<file path="src/rtl/p2b_pkg.sv">
// Shared constants, state encoding and packed-slice helper for the p2b converter.
// Optional bipolar decode is enabled with the P2B_BIPOLAR_EN macro.
package p2b_pkg;

   localparam int P2B_N_CH = 4;
   localparam int P2B_W    = 16;

   typedef enum logic {
      IDLE = 1'b0,
      RUN  = 1'b1
   } p2b_state_e;

   // LSB position of channel ch inside a packed bus of w-bit channels.
   function automatic int ch_lsb(input int ch, input int w);
      return ch * w;
   endfunction

endpackage

</file>
<file path="src/rtl/p2b_ones_counter.sv">
// Per-channel ones counter; total includes the sample being counted this cycle.
// With P2B_BIPOLAR_EN defined it also produces the signed decode 2*ones - nc_lat.
module p2b_ones_counter
   import p2b_pkg::*;
#(
   parameter int W = P2B_W
) (
   input  logic                clk,
   input  logic                rst,
   input  logic                clr,
   input  logic                inc,
`ifdef P2B_BIPOLAR_EN
   input  logic [W-1:0]        nc_lat,
   output logic signed [W:0]   bipolar,
`endif
   output logic [W-1:0]        total
);

   logic [W-1:0] count;

   always_ff @(posedge clk) begin
      if (rst || clr) begin
         count <= '0;
      end else if (inc) begin
         count <= count + W'(1);
      end
   end

   // ones never exceeds nc_lat, so this sum cannot wrap.
   assign total = count + W'(inc);

`ifdef P2B_BIPOLAR_EN
   // Modulo 2^(W+1) arithmetic is exact because the result lies in [-nc_lat, +nc_lat].
   assign bipolar = $signed({total, 1'b0} - {1'b0, nc_lat});
`endif

endmodule

</file>
<file path="src/rtl/p2b_multi.sv">
// Multi-channel stochastic-pulse-to-binary converter over a programmable window.
// Defining P2B_BIPOLAR_EN adds the signed b_bipolar output.
module p2b_multi
   import p2b_pkg::*;
#(
   parameter int N_CH = P2B_N_CH,
   parameter int W    = P2B_W
) (
   input  logic                   clk,
   input  logic                   rst,
   input  logic                   enable,
   input  logic [N_CH-1:0]        p_input,
   input  logic [W-1:0]           nc,
   output logic [N_CH*W-1:0]      b_output,
`ifdef P2B_BIPOLAR_EN
   output logic [N_CH*(W+1)-1:0]  b_bipolar,
`endif
   output logic                   out_valid,
   output logic                   busy,
   output p2b_state_e             state_dbg
);

   // Handshake: out_valid is a one-cycle strobe with no ready; b_output (and
   // b_bipolar) are valid on that cycle and hold until the next strobe.

   p2b_state_e       state, state_next;
   logic [W-1:0]     nc_lat;
   logic [W-1:0]     win_cnt;
   logic [W-1:0]     cnt_inc;
   logic [W-1:0]     eff_lat;
   logic             start, sample, last;
   logic [N_CH*W-1:0] b_next;
`ifdef P2B_BIPOLAR_EN
   logic [N_CH*(W+1)-1:0] bp_next;
`endif

   // The IDLE->RUN cycle is itself sample 1, so it compares against nc directly.
   always_comb begin
      start      = 1'b0;
      sample     = 1'b0;
      eff_lat    = nc_lat;
      cnt_inc    = win_cnt + W'(1);
      last       = 1'b0;
      state_next = state;
      start      = (state == IDLE) && enable && (nc != '0);
      sample     = enable && ((state == RUN) || start);
      if (start) begin
         eff_lat = nc;
      end
      last = sample && (cnt_inc == eff_lat);
      if (last) begin
         state_next = IDLE;
      end else if (start) begin
         state_next = RUN;
      end
   end

   always_ff @(posedge clk) begin
      if (rst) begin
         state     <= IDLE;
         nc_lat    <= '0;
         win_cnt   <= '0;
         b_output  <= '0;
         out_valid <= 1'b0;
      end else begin
         state     <= state_next;
         out_valid <= last;
         if (last) begin
            win_cnt  <= '0;
            nc_lat   <= '0;
            b_output <= b_next;
         end else if (sample) begin
            win_cnt <= cnt_inc;
            if (start) begin
               nc_lat <= nc;
            end
         end
      end
   end

   for (genvar i = 0; i < N_CH; i++) begin : g_ch
      p2b_ones_counter #(.W(W)) u_cnt (
         .clk     (clk),
         .rst     (rst),
         .clr     (last),
         .inc     (sample & p_input[i]),
`ifdef P2B_BIPOLAR_EN
         .nc_lat  (eff_lat),
         .bipolar (bp_next[ch_lsb(i, W+1) +: W+1]),
`endif
         .total   (b_next[ch_lsb(i, W) +: W])
      );
   end

`ifdef P2B_BIPOLAR_EN
   always_ff @(posedge clk) begin
      if (rst) begin
         b_bipolar <= '0;
      end else if (last) begin
         b_bipolar <= bp_next;
      end
   end
`endif

   assign busy      = (nc_lat != '0);
   assign state_dbg = state;

endmodule

</file>
<file path="config.mk">
export PLATFORM = sky130hd
export DESIGN_NAME = p2b_multi
export DESIGN_NICKNAME = d
export VERILOG_FILES = /design/src/rtl/p2b_pkg.sv /design/src/rtl/p2b_ones_counter.sv /design/src/rtl/p2b_multi.sv
export SDC_FILE = /design/constraint.sdc
export NUM_CORES = 1
export LEC_CHECK = 0
export BUFFER_PORTS_ARGS = -buffer_cell sky130_fd_sc_hd__buf_2
export CAP_MARGIN = 15
export CELL_PAD_IN_SITES_DETAIL_PLACEMENT = 1
export CELL_PAD_IN_SITES_GLOBAL_PLACEMENT = 1
export CORE_UTILIZATION = 49
export DETAILED_ROUTE_END_ITERATION = 10
export PLACE_DENSITY_LB_ADDON = 0.3
export SLEW_MARGIN = 10
export SYNTH_ARGS = -nofsm -noshare
export SYNTH_HDL_FRONTEND = slang
export SYNTH_SLANG_ARGS = --single-unit
</file>
<file path="constraint.sdc">
create_clock -name clk -period 4.65 [get_ports clk]
set_input_delay 0.93 -clock clk [delete_from_list [all_inputs] [get_ports clk]]
set_output_delay 0.93 -clock clk [all_outputs]
set_load 0.02 [all_outputs]
</file>
==> results.md <==
| Quantity | Reported |
|---|---|
| Run status | finished, final reports clean |
| Clk pwr share | 0.470 |
| Clock latency at the later pin of the worst-skew pair | 0.43 ns |
| Setup bufs post-CTS | 0 |
| Critical path arrival | 4.12 ns |
| Pin count of the biggest net entering global routing | 54 |
| Pre-CTS setup slack | 0.4276 ns |
| Clock tree sinks | 162 |
| Crit Path Max Fanout | 34 |
| Max transition margin | 0.5014 |
| Post-DRT Antenna Nets | 0 |
| Slowest cell on the critical path | or4b_4 |
| Area taken by multi-input logic gates | 5120 um2 |
| Count of cells resized by post-cts repair | 0 |
| Total leakage power | 4.066 nW |
| Vias in the first global route | 6883 |
| Wire length of the first global-routing pass | 34770 um |
| CTS tree | done |
| Cells along the critical path | buf_2, nor4_2, a41oi_2, mux2i_1, xnor3_1, or4b_4, nor2_4, nand2_8, buf_4, mux2_4 |
| Library cells used by synthesis | 48 |
| Area added between synthesis and finish | 11.96% |
| Total number of vias | 6863 |
| Count of pins over their slew limit | 0 |
| Number of filler cells placed in the layout | 2064 |
| Switching part of the total | 0.2330 |
| Net total in the final layout | 1067 |
| Worst setup margin | 0.8397 ns |
| Post-detailed-placement half-perimeter wirelength | 14380 um |
| Chip height | 135.7 um |
| Peak ir drop on the vdd network | 0.0003068 V |
| Count of flip-flops with a built-in enable after synthesis | 0 |
| Average wire per cell in the routed design | 16.75 um |
| Count of standard-cell rows | 48 |
| Share of total power in sequential cells | 0.470 |
| Number of buffers added on ports | 89 |
| Hold-fix buffers, CTS | 0 |
| Max_cap viols | 0 |
| Cell type group with the largest total delay on the critical path | simple AND/OR/NAND/NOR gates |
| Post-Syn Area per Cell | 9.021 um2 |
| Area of the core | 17360 um2 |
| Proportion of synthesized chip area in sequential cells | 0.3702 |
| Ratio of final minimum period to clock period | 0.8194 |
| Via/cell ratio | 5.404 |
| Cell area after technology mapping | 8760 um2 |
| Syn. warnings | 0 |
| Int Power | 2.320 mW |
| TritonCTS Buffers | 17 |
| Routability congestion estimate from global placement | 0.8788 |
| Proportion of layout cells with a drive suffix above 1 | 0.1935 |
| Largest stage delay, worst path | 0.56 ns |
| DRT Wirelength | 21280 um |
| Final clock skew | 0.01142 ns |
| Combinational share of power | 0.060 |
| Type of the worst setup path | in -> reg |
| RSZ-0062 raised after global routing | no |
| Share of flip-flops with an asynchronous set or reset | 0 |
| Startpoint Class | primary input |
| Die Area | 18420 um2 |
| Top-level I/O count | 90 |
| Area taken by flip-flops and latches | 3243 um2 |
| Maximum achievable frequency | 0.2624 GHz |
| WP buf/inv | 2 |
| Drt pass-1 iters | 5 |
| Class of the worst hold path | reg -> reg |
| DRC | 0 |
| Slew at the pin closest to its max-slew limit | 0.7401 ns |
| Number of storage elements in the synthesis netlist | 162 |
| Setup TNS | 0 ns |
| Clock-pin transition on the worst setup and hold timing paths | 0.06 ns |
| Number of instances in the synthesized netlist | 971 |
| Hold violation count in the final report | 0 |
| Number of buffers on the longest clock path | 2 |
| DRC violation total after the first TritonRoute iteration | 327 |
| Pwr Density | 308.4 nW/um2 |
| Initial Utilization | 0.5047 |
| Kind of capture point of the worst setup path | flip-flop |
| Net Switching | 704.7 uW |
| Endpoint required time on the critical path | 4.96 ns |
| GR Util All Layers | 0.2400 |
| Depth of the CTS H-tree | 4 |
| Net Count, Synth | 1007 |
| Root Driver | clkbuf_16 |
| Final Critical Period | 3.810 ns |
| Die boundary width | 135.7 um |
| Setup violators final | 0 |
| GRT overflow | 0 |
| Number of antenna violations at the first check in global routing | 1 |
| Top flip-flop cell by instance count after synthesis | dfxtp_1 |
state kept, by name, summed over array words and instances (netlist names):
register          count
nc_lat               16
win_cnt              16
g_ch.u_cnt.count     64
b_output             64
out_valid             1
state_dbg             1
area by class of cell:
cell class	instances	area share
clock inverter	9	0.01033
antenna	1	0.0002552
multi-input combinational	743	0.5221
clock buffer	23	0.04976
sequential	162	0.3307
tap	225	0.02871
inverter	10	0.003828
timing repair buffer	97	0.05435
metal layers:
| layer | GRT usage | up-vias | routed length [um] |
|---|---|---|---|
| met5 | 0 | - | 0 |
| met3 | 0.03891 | 27 | 649 |
| met2 | 0.4056 | 129 | 10250 |
| met1 | 0.3063 | 3343 | 10040 |
| met4 | 0.08677 | 0 | 334 |
| li1 | - | 3364 | - |
worst reg2reg max path, stage by stage (launching register included):
cell and delay (ns):
dfxtp_1 0.34, nand2b_1 0.17, a41oi_2 0.45, mux2i_1 0.45, xnor3_1 0.42, or4b_4 0.56, nor2_4 0.17, nand2_8 0.06
buf_4 0.31, mux2_4 0.42
placed cells by master (no fill, tap or decap), types with 10 or more instances in the layout:
cell | netlist | layout
clkbuf_16 | 0 | 17
nor2b_1 | 58 | 58
nand3_1 | 38 | 38
nand2_1 | 62 | 62
mux2_4 | 53 | 53
nor2_1 | 168 | 168
and3_1 | 16 | 16
dfxtp_1 | 162 | 162
xor2_1 | 72 | 72
a21oi_1 | 29 | 29
nand2b_1 | 16 | 16
buf_2 | 8 | 88
inv_1 | 10 | 10
mux2i_1 | 21 | 21
ha_1 | 13 | 13
or3_1 | 24 | 24
o21ai_0 | 24 | 24
nand4_1 | 25 | 25
xnor2_1 | 59 | 59
stage by stage:
step | instance area (um2) | hold slack [ns] | power (mW) | std cells | util
final | 9807 | 0.4738 | 3.025 | 1270 | 0.5650
after global routing | 9807 | 0.5096 | 3.130 | 1270 | 0.5650
after CTS | 9804 | 0.4810 | 3.054 | 1269 | 0.5649
after detailed placement | 9215 | 0.4699 | 1.632 | 1237 | 0.5309
after global placement | 9215 | 0.4633 | 1.629 | 1237 | 0.5309
after floorplan | 8760 | 0.4475 | 1.580 | 971 | -
worst paths after layout:
check                                start  cells after the start  slack [ns]                         to
setup reg to reg    state_dbg$_SDFFE_PP0N_                      9        1.20  b_output[40]$_SDFFE_PP0P_
hold / removal    b_output[1]$_SDFFE_PP0P_                      2        0.47   b_output[1]$_SDFFE_PP0P_
hold reg to reg   b_output[1]$_SDFFE_PP0P_                      2        0.47   b_output[1]$_SDFFE_PP0P_
setup / recovery                    nc[13]                     10        0.84  b_output[40]$_SDFFE_PP0P_
power by group through the flow:
stage          combinational [mW]  clock (mW)  sequential (mW)
2_1_floorplan               0.133           0             1.45
3_3_place_gp                0.178           0             1.45
3_5_place_dp                0.180           0             1.45
4_1_cts                     0.183        1.45             1.42
5_1_grt                     0.199        1.51             1.42
6_report                    0.183        1.42             1.42
synthesized netlist by cell type (13+ instances only):
cell type | number | area [um2]
xor2_1 | 72 | 630.6
and3_1 | 16 | 100.1
nand3_1 | 38 | 190.2
ha_1 | 13 | 162.7
mux2i_1 | 21 | 210.2
dfxtp_1 | 162 | 3243
o21ai_0 | 24 | 120.1
a21oi_1 | 29 | 145.1
nand2b_1 | 16 | 100.1
clkbuf_1 | 35 | 131.4
nand2_1 | 62 | 232.7
or3_1 | 24 | 150.1
nor2_1 | 168 | 630.6
xnor2_1 | 59 | 516.8
nand4_1 | 25 | 156.4
nor2b_1 | 58 | 362.9
mux2_4 | 53 | 795.8
logic make-up (layout without fill, tap and decap cells):
group	after synthesis	count (layout)	synth area share
AOI/OAI and AO/OA	66	66	0.04257
DFF	162	162	0.3702
and+or+nand+nor	450	450	0.2608
other	0	1	0
xor gates and xnor gates	135	135	0.1413
buffers and inverters	66	139	0.04528
muxes	79	79	0.1213
adders and majority gates	13	13	0.01857
(Power assumes the default switching activity.)
